`config.mk`:
```
export PLATFORM = sky130hd
export DESIGN_NAME = approx_add_pipe
export DESIGN_NICKNAME = d
export VERILOG_FILES = /design/src/rtl/approx_add_pipe.sv
export SDC_FILE = /design/constraint.sdc
export NUM_CORES = 1
export LEC_CHECK = 0
export CORE_ASPECT_RATIO = 0.75
export CORE_MARGIN = 1.5
export CORE_UTILIZATION = 52
export CTS_BUF_LIST = sky130_fd_sc_hd__clkbuf_8
export CTS_CLUSTER_DIAMETER = 200
export DETAILED_ROUTE_END_ITERATION = 16
export PLACE_DENSITY = 0.84
export SLEW_MARGIN = 0
export SYNTH_ARGS = -nofsm -noshare
export SYNTH_HDL_FRONTEND = slang
export SYNTH_SLANG_ARGS = --single-unit
export TNS_END_PERCENT = 1
```
`constraint.sdc`:
```
create_clock -name clk -period 5.6 [get_ports clk]
set_clock_uncertainty 0.2 [all_clocks]
set_input_delay 0.84 -clock clk [delete_from_list [all_inputs] [get_ports clk]]
set_output_delay 0.84 -clock clk [all_outputs]
set_load 0.02 [all_outputs]
```
`src/rtl/approx_add_pipe.sv`:
```
// Two-stage W-bit lower-part-OR approximate adder with a runtime approximation depth,
// an exact reference sum alongside each result, and saturating on-line error statistics.
module approx_add_pipe #(
  parameter int W     = 8,
  parameter int KMAX  = 4,
  parameter int K_W   = 3,
  parameter int CNT_W = 16,
  parameter int ACC_W = 24
) (
  input  logic             clk,
  input  logic             rst_n,
  input  logic             in_valid,
  output logic             in_ready,
  input  logic [W-1:0]     a,
  input  logic [W-1:0]     b,
  input  logic [K_W-1:0]   k,
  output logic             out_valid,
  input  logic             out_ready,
  output logic [W:0]       sum,
  output logic [W:0]       exact,
  output logic             err_flag,
  input  logic             stat_clr,
  output logic [CNT_W-1:0] stat_cnt,
  output logic [CNT_W-1:0] stat_err_cnt,
  output logic [ACC_W-1:0] stat_abs_err,
  output logic [W:0]       stat_max_err
);

  logic             en_s;
  logic [K_W-1:0]   keff_s;
  logic             s1_valid_r;
  logic [W-1:0]     s1_a_r;
  logic [W-1:0]     s1_b_r;
  logic [K_W-1:0]   s1_keff_r;
  logic [W-1:0]     mask_s;
  logic [W-1:0]     and_s;
  logic             cin_s;
  logic [W:0]       hi_s;
  logic [W:0]       approx_s;
  logic [W:0]       exact_s;
  logic [W:0]       err_s;
  logic [W:0]       err_r;
  logic             handshake_s;
  logic [CNT_W-1:0] cnt_nxt_s;
  logic [CNT_W-1:0] err_cnt_nxt_s;
  logic [ACC_W:0]   acc_sum_s;
  logic [ACC_W-1:0] acc_nxt_s;
  logic [W:0]       max_nxt_s;

  // The whole pipeline advances together whenever the output slot is free or draining.
  assign en_s        = ~out_valid | out_ready;
  assign in_ready    = en_s;
  assign handshake_s = out_valid & out_ready;

  // Clamp the requested approximation depth to the supported maximum.
  always_comb begin
    if (k < K_W'(KMAX)) begin
      keff_s = k;
    end else begin
      keff_s = K_W'(KMAX);
    end
  end

  // Stage 1: capture operands, effective depth and beat valid.
  always_ff @(posedge clk or negedge rst_n) begin
    if (!rst_n) begin
      s1_valid_r <= 1'b0;
      s1_a_r     <= '0;
      s1_b_r     <= '0;
      s1_keff_r  <= '0;
    end else if (en_s) begin
      s1_valid_r <= in_valid;
      s1_a_r     <= a;
      s1_b_r     <= b;
      s1_keff_r  <= keff_s;
    end
  end

  // Approximate and exact sums: OR in the low keff bits, carry-in generated from bit keff-1.
  always_comb begin
    mask_s = '0;
    cin_s  = 1'b0;
    and_s  = s1_a_r & s1_b_r;
    for (int i = 0; i < W; i++) begin
      mask_s[i] = (i < int'(s1_keff_r));
      cin_s     = cin_s | (and_s[i] & ((i + 1) == int'(s1_keff_r)));
    end
    hi_s     = {1'b0, s1_a_r >> s1_keff_r} + {1'b0, s1_b_r >> s1_keff_r}
             + {{W{1'b0}}, cin_s};
    approx_s = (hi_s << s1_keff_r) | {1'b0, (s1_a_r | s1_b_r) & mask_s};
    exact_s  = {1'b0, s1_a_r} + {1'b0, s1_b_r};
    if (approx_s >= exact_s) begin
      err_s = approx_s - exact_s;
    end else begin
      err_s = exact_s - approx_s;
    end
  end

  // Stage 2: registered results, held stable while the consumer stalls.
  always_ff @(posedge clk or negedge rst_n) begin
    if (!rst_n) begin
      out_valid <= 1'b0;
      sum       <= '0;
      exact     <= '0;
      err_flag  <= 1'b0;
      err_r     <= '0;
    end else if (en_s) begin
      out_valid <= s1_valid_r;
      sum       <= approx_s;
      exact     <= exact_s;
      err_flag  <= (err_s != '0);
      err_r     <= err_s;
    end
  end

  // Saturating next values for the statistics registers.
  always_comb begin
    if (stat_cnt == '1) begin
      cnt_nxt_s = stat_cnt;
    end else begin
      cnt_nxt_s = stat_cnt + CNT_W'(1);
    end
    if ((stat_err_cnt == '1) || !err_flag) begin
      err_cnt_nxt_s = stat_err_cnt;
    end else begin
      err_cnt_nxt_s = stat_err_cnt + CNT_W'(1);
    end
    acc_sum_s = {1'b0, stat_abs_err} + {1'b0, ACC_W'(err_r)};
    if (acc_sum_s[ACC_W]) begin
      acc_nxt_s = '1;
    end else begin
      acc_nxt_s = acc_sum_s[ACC_W-1:0];
    end
    if (err_r > stat_max_err) begin
      max_nxt_s = err_r;
    end else begin
      max_nxt_s = stat_max_err;
    end
  end

  // Statistics: clear wins over a same-cycle handshake; bubbles never count.
  always_ff @(posedge clk or negedge rst_n) begin
    if (!rst_n) begin
      stat_cnt     <= '0;
      stat_err_cnt <= '0;
      stat_abs_err <= '0;
      stat_max_err <= '0;
    end else if (stat_clr) begin
      stat_cnt     <= '0;
      stat_err_cnt <= '0;
      stat_abs_err <= '0;
      stat_max_err <= '0;
    end else if (handshake_s) begin
      stat_cnt     <= cnt_nxt_s;
      stat_err_cnt <= err_cnt_nxt_s;
      stat_abs_err <= acc_nxt_s;
      stat_max_err <= max_nxt_s;
    end
  end

endmodule

```
==> results.toml <==
[grt]
grt_pass1_vias = 6715
grt_usage_pct = 26.7
antenna_found_initial = 0
grt_pass1_wl_mm = 32.6
grt_overflow_total = 0
grt_max_degree = 74

[power_and_ir_drop]
vdd_drop_max_mv = 0.323
p_leak_nw = 4.37
power_mw = 4.85
cellPowerDensity_nw_per_um2 = 488

[hold_path]
holdPathStages = 1
hold_path_class = "register to register"

[floorplan]
io_pins = 110
core_area_um2 = 14500
die-area_um2 = 15700
fp-row-count = 38
die_h_um = 109
initial_utilization_pct = 53.4
die_w_um = 144

[cells_and_area]
diodes = 0
syn_to_final_growth_pct = 27.7
layout.nets = 1109
fillers = 1142
layout-drive-gt1-share_pct = 13.3
final_cell_area_um2 = 9920

[critical_path]
endpoint_kind = "register"
rr_worst_depth = 21
worstSetupPathType = "register to register"
worstPathArrival_ns = 5.61
worstPathMaxFanout = 8
cp-start-kind = "register"
crit_required_ns = 5.72

[sta]
fmax_mhz = 182
drv_slew = 0
finalHoldViolCount = 0
rsz0062_at_grt = "yes"
whs_ns = 0.266
finalSetupViolCount = 0
fin_crit_ns = 5.49
tightest_slew_ns = 1.17
fin_crit_sh_pct = 98.1
relSlewSlack_pct = 21.7

[synth]
syn_avg_cell_area_um2 = 8.84
ys_seq_area_share_pct = 36.7
synth_seq_cells = 114
synth_edf_count = 0
synthCells = 879
syn-num-nets = 968
ys_dominant_reg_cell = "dfrtp_1"
netlist-cell-type-count = 67
syn_area_um2 = 7770
synthArstFlopShare_pct = 100
yosysWarnings = 0

[flow_run]
maxCapViolCount = 0

[clock_tree]
root_buffer = "clkbuf_8"
cts_buffers = 17
clkTransAtPathRegs_ns = 0.08
cts.sinks = 114
cts_tree = "yes"
clk_path_buf_depth = 2
htreeDepth = 4
clk_latency_ns = 0.45

[placement]
place_congestion = 1.03
io_buffers = 109
dp_hpwl_mm = 14.7
placed_area_um2 = 9260

[detailed_routing]
vias_per_cell = 5.73
postRouteAntennaNets = 0
firstDrtPassIters = 6
vias = 7068
wl_mm = 20.5
post-route-drc-count = 0
drt_iter0_drc = 564
wl_per_cell_um = 16.6

[status]
status = "finished clean"
-- cell type report --
type / count / area, um2 / area share (%)
clock buffer: 18 / 248 / 2.50
clock inverter: 14 / 176 / 1.78
inverter: 61 / 229 / 2.31
multi-input combinational: 665 / 4650 / 46.9
sequential: 114 / 2860 / 28.8
tap: 200 / 250 / 2.52
timing repair buffer: 161 / 1520 / 15.3
-- registers in the layout, summed over array words and instances, names as in the netlist --
| register | flops |
|---|---|
| sum | 9 |
| stat_cnt | 16 |
| err_r | 9 |
| s1_valid_r | 1 |
| s1_b_r | 8 |
| s1_keff_r | 3 |
| stat_err_cnt | 16 |
| err_flag | 1 |
| stat_max_err | 9 |
| exact | 9 |
| out_valid | 1 |
| s1_a_r | 8 |
| stat_abs_err | 24 |
-- metrics by stage --
step / utilization (%) / instances / setup slack [ns] / TNS, ns
floorplan: - / 879 / 0.0270 / 0
CTS: 66.7 / 1222 / 0.00861 / 0
global route: 68.2 / 1233 / -0.162 / -0.237
global placement: 63.7 / 1187 / 0.0685 / 0
detailed placement: 63.7 / 1187 / -0.0959 / -0.0959
finish: 68.2 / 1233 / 0.106 / 0
-- per-layer routing --
layer	vias to the layer above	routed length, um	GRT usage, %	share of wire, %
met3	36	1550	6.81	7.5
li1	3337	-	-	-
met1	3394	9160	36.0	45
met5	-	0	0	0
met2	301	9440	43.1	46
met4	0	354	7.07	1.7
-- final timing paths --
check	start	end	slack, ns
hold reg to reg	s1_valid_r$_DFFE_PN0P_	out_valid$_DFFE_PN0P_	0.27
setup reg to reg	s1_keff_r[1]$_DFFE_PN0P_	err_flag$_DFFE_PN0P_	0.11
max in group asynchronous	rst_n	s1_keff_r[0]$_DFFE_PN0P_	3.78
min in group asynchronous	rst_n	stat_abs_err[20]$_DFFE_PN0P_	0.30
hold / removal	s1_valid_r$_DFFE_PN0P_	out_valid$_DFFE_PN0P_	0.27
setup / recovery	s1_keff_r[1]$_DFFE_PN0P_	err_flag$_DFFE_PN0P_	0.11
-- power by group --
| group | total, mW | leakage, nW | switching [mW] | internal, mW |
|---|---|---|---|---|
| logic | 2.88 | 2.69 | 1.52 | 1.37 |
| clock network | 0.835 | 0.210 | 0.378 | 0.457 |
| registers | 1.13 | 1.47 | 0.152 | 0.979 |
-- worst max-delay path, stage by stage (launching register included) --
cell and delay, ns:
dfrtp_2 0.50, mux2i_1 0.18, mux4_2 0.51, fa_2 0.39, fa_2 0.35, nor2b_1 0.12
o21a_2 0.14, o21ai_2 0.06, a21oi_2 0.17, xnor2_2 0.09, mux4_2 0.45, mux2_4 0.31
ha_4 0.25, nand4_1 0.13, o211ai_2 0.11, a21o_2 0.23, a31oi_4 0.24, buf_6 0.15
mux2i_4 0.24, nand3_2 0.09, nor4_2 0.31, a31oi_1 0.11
-- cells in the final DEF, fill, tap and decap left out, types with 4 or more instances in the layout --
cell / instances
clkbuf_8: 18
a31oi_1: 5
o22ai_1: 4
and3_1: 8
nand4_1: 13
xnor2_1: 16
nor2b_1: 5
nor2_1: 103
and2_1: 8
clkdlybuf4s50_1: 107
a311oi_1: 10
o21ai_0: 53
ha_1: 57
mux2_2: 6
xor2_1: 32
o211ai_1: 5
mux2i_1: 38
o21a_1: 10
a21o_1: 9
inv_1: 58
mux4_2: 4
dfrtp_1: 112
nand3_1: 18
buf_4: 48
o21bai_1: 8
nand2_1: 99
fa_1: 4
nor3_1: 18
and4_1: 7
nand2b_1: 5
a21oi_1: 51
o31ai_1: 5
inv_6: 4
-- timing repair --
action,CTS,global route
endpoints found under the setup margin,1,9
hold buffers,0,0
gates cloned,0,1
gates resized for setup,1,24
pin swaps,0,11
buffers inserted,3,10
-- cell usage after synthesis (5+ instances only) --
library cell / count / area share, %
a311oi_1: 10 / 1.1
ha_1: 59 / 9.5
o31ai_1: 6 / 0.58
mux2_2: 6 / 0.87
nand2b_1: 5 / 0.40
and4_1: 7 / 0.79
o21ai_0: 55 / 3.5
nand3_1: 19 / 1.2
fa_1: 6 / 1.5
o21bai_1: 8 / 0.77
inv_1: 58 / 2.8
nand2_1: 99 / 4.8
o21a_1: 10 / 0.97
dfrtp_1: 114 / 37
clkbuf_1: 29 / 1.4
nor3_1: 18 / 1.2
a21o_1: 9 / 0.87
mux2i_1: 41 / 5.3
nand4_1: 13 / 1.0
o211ai_1: 5 / 0.48
nor2_1: 103 / 5.0
xor2_1: 33 / 3.7
and3_1: 8 / 0.64
and2_1: 8 / 0.64
a31oi_1: 5 / 0.40
nor2b_1: 7 / 0.56
a21oi_1: 53 / 3.4
xnor2_1: 18 / 2.0
-- kinds of logic after synthesis --
logic type	Yosys count	share of synthesized area [%]
simple gates	305	18.1
compound gates	192	15.8
flops	114	36.7
buf+inv	100	5.04
fa+ha+maj	65	11.0
mux	52	7.51
xor+xnor	51	5.75
Note: power is estimated with default switching activity, not from simulation.
